===== config.mk =====
export PLATFORM = sky130hd
export DESIGN_NAME = fp_norm_lz_sequencer
export DESIGN_NICKNAME = d
export VERILOG_FILES = /design/src/rtl/fp_norm_lz_sequencer.sv
export SDC_FILE = /design/constraint.sdc
export NUM_CORES = 1
export LEC_CHECK = 0
export CORE_MARGIN = 3
export CORE_UTILIZATION = 30
export DETAILED_ROUTE_END_ITERATION = 6
export GPL_TIMING_DRIVEN = 1
export SLEW_MARGIN = 20
export SYNTH_ARGS = -nofsm -noshare
export SYNTH_HDL_FRONTEND = slang
export SYNTH_SLANG_ARGS = --single-unit

===== constraint.sdc =====
create_clock -name clk -period 3.4 [get_ports clk]
set_input_delay 0.34 -clock clk [delete_from_list [all_inputs] [get_ports clk]]
set_output_delay 0.34 -clock clk [all_outputs]
set_load 0.02 [all_outputs]

===== src/rtl/fp_norm_lz_sequencer.sv =====
// Sequential mantissa normaliser: scans 6-bit segments MSB-first to find the
// leading-zero count, then shifts and adjusts the exponent in one more cycle.
module fp_norm_lz_sequencer #(
  parameter int MANT_W = 24,
  parameter int EXP_W  = 8,
  parameter int LZ_W   = 5
) (
  input  logic              clk,
  input  logic              rst,
  input  logic              in_valid,
  output logic              in_ready,
  input  logic [MANT_W-1:0] in_mant,
  input  logic [EXP_W-1:0]  in_exp,
  output logic              out_valid,
  input  logic              out_ready,
  output logic [MANT_W-1:0] out_mant,
  output logic [EXP_W-1:0]  out_exp,
  output logic [LZ_W-1:0]   out_lz,
  output logic              out_zero,
  output logic              out_uflow
);
  localparam int NSEG = MANT_W / 6;
  localparam int SW   = (NSEG > 1) ? $clog2(NSEG) : 1;
  localparam int CW   = ((LZ_W > EXP_W) ? LZ_W : EXP_W) + 1;

  localparam logic [1:0] IDLE  = 2'd0;
  localparam logic [1:0] SCAN  = 2'd1;
  localparam logic [1:0] SHIFT = 2'd2;
  localparam logic [1:0] DONE  = 2'd3;

  logic [1:0]        state;
  logic              armed;
  logic [MANT_W-1:0] mantR;
  logic [EXP_W-1:0]  expR;
  logic [LZ_W-1:0]   lzAcc;
  logic [SW-1:0]     segIdx;
  logic              zeroR;

  logic [5:0]        seg;
  logic [2:0]        segLz;
  logic              segZero;
  logic [CW-1:0]     lzW, expW, shAmt;
  logic              clamp;
  logic [MANT_W-1:0] shifted;

  // armed holds in_ready low until the first edge after reset release
  assign in_ready  = (state == IDLE) && armed;
  assign out_valid = (state == DONE);

  always_comb begin
    seg = '0;
    for (int s = 0; s < NSEG; s++)
      if (segIdx == SW'(s)) seg = mantR[MANT_W-1-6*s -: 6];
  end

  always_comb begin
    segLz = '0;
    for (int b = 0; b < 6; b++)
      if (seg[b]) segLz = 3'(5 - b);
  end

  assign segZero = (seg == 6'd0);

  // Shift is clamped so the exponent never goes below zero
  assign lzW     = CW'(lzAcc);
  assign expW    = CW'(expR);
  assign clamp   = (lzW >= expW);
  assign shAmt   = clamp ? expW : lzW;
  assign shifted = mantR << shAmt;

  always_ff @(posedge clk or posedge rst) begin
    if (rst) begin
      state     <= IDLE;
      armed     <= 1'b0;
      mantR     <= '0;
      expR      <= '0;
      lzAcc     <= '0;
      segIdx    <= '0;
      zeroR     <= 1'b0;
      out_mant  <= '0;
      out_exp   <= '0;
      out_lz    <= '0;
      out_zero  <= 1'b0;
      out_uflow <= 1'b0;
    end else begin
      armed <= 1'b1;
      case (state)
        IDLE: if (in_valid && in_ready) begin
          mantR  <= in_mant;
          expR   <= in_exp;
          lzAcc  <= '0;
          segIdx <= '0;
          zeroR  <= 1'b0;
          state  <= SCAN;
        end
        SCAN: if (segZero) begin
          lzAcc <= lzAcc + LZ_W'(6);
          if (segIdx == SW'(NSEG - 1)) begin
            zeroR <= 1'b1;
            state <= SHIFT;
          end else begin
            segIdx <= segIdx + SW'(1);
          end
        end else begin
          lzAcc <= lzAcc + LZ_W'(segLz);
          state <= SHIFT;
        end
        SHIFT: begin
          out_lz   <= lzAcc;
          out_zero <= zeroR;
          if (zeroR) begin
            out_mant  <= '0;
            out_exp   <= '0;
            out_uflow <= 1'b0;
          end else begin
            out_mant  <= shifted;
            out_exp   <= clamp ? '0 : EXP_W'(expW - lzW);
            out_uflow <= clamp;
          end
          state <= DONE;
        end
        DONE: if (out_ready) state <= IDLE;
        default: state <= IDLE;
      endcase
    end
  end
endmodule


==> results.toml <==
[power_and_ir_drop]
leakage_nw = 2.99
cellPowerDensity_nw_per_um2 = 1250
peakVddDrop_v = 0.000426
finalPower_mw = 9.00

[flow_run]
maxCapViolations = 0

[cts]
cts_hold_buf = 0
htreeDepth = 3
numCtsBuffers = 9
cts_tree = "done"
clk_pin_slew_ns = 0.06
cts_root_buf = "clkbuf_16"
clk_latency_ns = 0.35
cts.sinks = 82
ctsLongestPathBuffers = 2

[floorplan]
ios = 77
die_w_um = 141
core_um2 = 17600
rows = 48
die-height_um = 141
dieArea_um2 = 19900
start_util = 0.312

[yosys]
async_flop_share = 1.00
synth_compound_area_frac = 0.225
synthXorXnorAreaFrac = 0.0112
synthDistinctLibCells = 67
synthMuxAreaShare = 0.128
synthAdderAreaFrac = 0.0484
synth-simple-area-share = 0.167
synth-seq-cells = 82
yosysSeqAreaShare = 0.374
synth_area_um2 = 5480
syn_area_per_cell_um2 = 9.55
ys_warn_count = 0
synth_ff_type = "dfrtp_1"
synth_top_family_by_area = "compound AO/OA/AOI/OAI gates"
synthCells = 574
synth_edf_count = 0
syn_nets = 630

[detailed_routing]
first_pass_iters = 5
drc = 0
wirelength_mm = 17.0
vias_per_cell = 5.57
drtIter0Drc = 425
avgRoutedWirePerCell_um = 18.7
drtAntennaViolNets = 0
vias = 5055

[sta]
fin_crit_sh = 0.980
finalSetupViolCount = 0
rsz0062_at_grt = "yes"
worstMarginPinSlew_ns = 0.716
layout_min_cycle_time_ns = 3.33
finalWorstSetupSlack_ns = 0.0684
whs_ns = 0.411
slew_violations = 0
relSlewSlack = 0.523
max_freq_mhz = 300
finClkSkew_ns = 0.00636
hold_viol_final = 0

[critical_path]
critPathKind = "register to register"
cp.required_ns = 3.65
start_kind = "register"
cp_max_fo = 9
arrival_ns = 3.58
setup.worst_path.end_class = "register"

[placement]
post_dp_cell_area_um2 = 6760
dp_slack_ns = -0.0196
io_buffers = 76
gp_congestion = 0.880
dpl.hpwl_mm = 13.0

[global_route]
gr-total-overflow = 0
grt.busiest_layer = "met2"
met1_usage = 0.239
grt_pass1_vias = 4964
grt_max_degree = 65
grt_pass1_wl_mm = 27.4
track_usage = 0.172
antenna_found_initial = 0
use_met2 = 0.272
grt_util_met3 = 0.0332

[finish]
finish.instance_area_um2 = 7230
fillers = 1717
antennaDiodeCount = 0
regArea_um2 = 2050
nets = 734
area_growth_pct = 31.9
multi_input_area_um2 = 3330
drive_gt1_frac = 0.231

[outcome]
status = "completed"

[hold_path]
hold_class = "input port to asynchronous set/reset pin"
[sequential cells by signal, indices dropped and copies added (netlist names), 2 cells and up]
signal and count:
expR 8, segIdx 2, out_mant 24, lzAcc 5, state 2, out_lz 5, out_exp 8, mantR 24
[synth_stat cells, drive strengths merged, types with 4 or more instances]
| master | n | share of area |
|---|---|---|
| a21oi | 22 | 0.020 |
| a31oi | 6 | 0.0068 |
| nor3 | 15 | 0.019 |
| nand3 | 20 | 0.019 |
| o211ai | 7 | 0.010 |
| xor2 | 4 | 0.0064 |
| a311oi | 14 | 0.022 |
| clkbuf | 22 | 0.015 |
| a21o | 6 | 0.0082 |
| ha | 18 | 0.041 |
| buf | 12 | 0.014 |
| nor2 | 22 | 0.015 |
| o21ai | 19 | 0.020 |
| a2bb2oi | 4 | 0.0064 |
| a22o | 7 | 0.011 |
| and3 | 5 | 0.0059 |
| mux2 | 47 | 0.097 |
| dfrtp | 82 | 0.37 |
| and4 | 7 | 0.011 |
| and2 | 7 | 0.0080 |
| nand2 | 77 | 0.053 |
| or3 | 4 | 0.0046 |
| mux2i | 17 | 0.031 |
| inv | 24 | 0.016 |
| nor2b | 8 | 0.0091 |
| o211a | 4 | 0.0073 |
| a221oi | 16 | 0.027 |
| o2bb2ai | 16 | 0.026 |
| a211oi | 6 | 0.0082 |
| a32o | 6 | 0.011 |
| nand3b | 6 | 0.0082 |
[area by class of cell]
class / count / share of cell area
clock inverter: 5 / 0.00761
tap: 225 / 0.0389
sequential: 82 / 0.284
multi-input combinational: 434 / 0.461
inverter: 24 / 0.0131
clock buffer: 11 / 0.0322
timing repair buffer: 127 / 0.163
[per-stage QoR]
step | instances | utilization | setup TNS (ns)
2_1_floorplan | 574 | - | 0
3_3_place_gp | 887 | 0.384 | 0
3_5_place_dp | 887 | 0.384 | -0.0196
4_1_cts | 903 | 0.401 | 0
5_1_grt | 908 | 0.411 | -0.0977
6_report | 908 | 0.411 | 0
[kinds of logic (layout without fill, tap and decap cells)]
family,after synthesis,after routing
AO/OA/AOI/OAI,159,159
XOR/XNOR,7,7
adder cells (fa/ha/maj),20,20
buffers and inverters,58,167
flip-flops,82,82
multiplexers,64,64
other,1,1
AND/OR/NAND/NOR,183,183
[cell usage in the layout (no fill, tap or decap), drive strengths merged, types with 5 or more instances in the layout]
cell           netlist  routed
ha                  18      18
a22o                 7       7
and2                 7       7
mux2i               17      17
a31oi                6       6
and3                 5       5
buf                 12      51
dfrtp               82      82
nor3                15      15
nand3               20      20
nand3b               6       6
a21o                 6       6
nor2b                8       8
clkbuf              22      11
a221oi              16      16
nor2                22      22
inv                 24      23
a311oi              14      14
o211ai               7       7
a32o                 6       6
o21ai               19      19
a211oi               6       6
o2bb2ai             16      16
mux2                47      47
nand2               77      77
clkdlybuf4s50        0      76
and4                 7       7
a21oi               22      22
[critical path: stages, from the launching register on]
cell      delay, ns
dfrtp_1        0.40
buf_4          0.16
ha_4           0.17
nor2b_1        0.14
a311oi_2       0.26
a21oi_2        0.08
nand2b_4       0.16
a21oi_2        0.12
nor2_1         0.07
o41ai_2        0.34
ha_2           0.23
inv_1          0.05
fa_2           0.34
nor2b_1        0.11
nor3_1         0.05
a31oi_1        0.18
a31oi_1        0.11
a211oi_1       0.24
[where the power goes]
part           internal, mW  switching, mW
Sequential             1.41          0.503
Combinational          2.77           3.35
Clock                 0.566          0.395
Total                  4.75           4.25
[worst paths after layout]
path | from | endpoint | slack (ns) | depth (start not counted)
setup reg to reg | segIdx[1] | lzAcc[4] | 0.07 | 17
min in group clk | out_mant[7] | out_mant[7] | 0.49 | 1
setup / recovery | segIdx[1] | lzAcc[4] | 0.07 | 17
max in group asynchronous | rst | mantR[23] | 2.29 | 3
hold reg to reg | out_mant[7] | out_mant[7] | 0.49 | 1
hold / removal | rst | out_mant[3] | 0.41 | 2
[repair_timing]
item,CTS,global route
setup buffers,0,5
setup endpoints to repair,1,23
gates resized for setup,1,34
pin swaps,0,6
[routing by layer]
layer	vias to the layer above	wire, um
met2	187	7950
li1	2376	-
met1	2465	7690
met3	27	1000
met4	0	347
met5	-	0
Note: power is estimated with default switching activity, not from simulation.
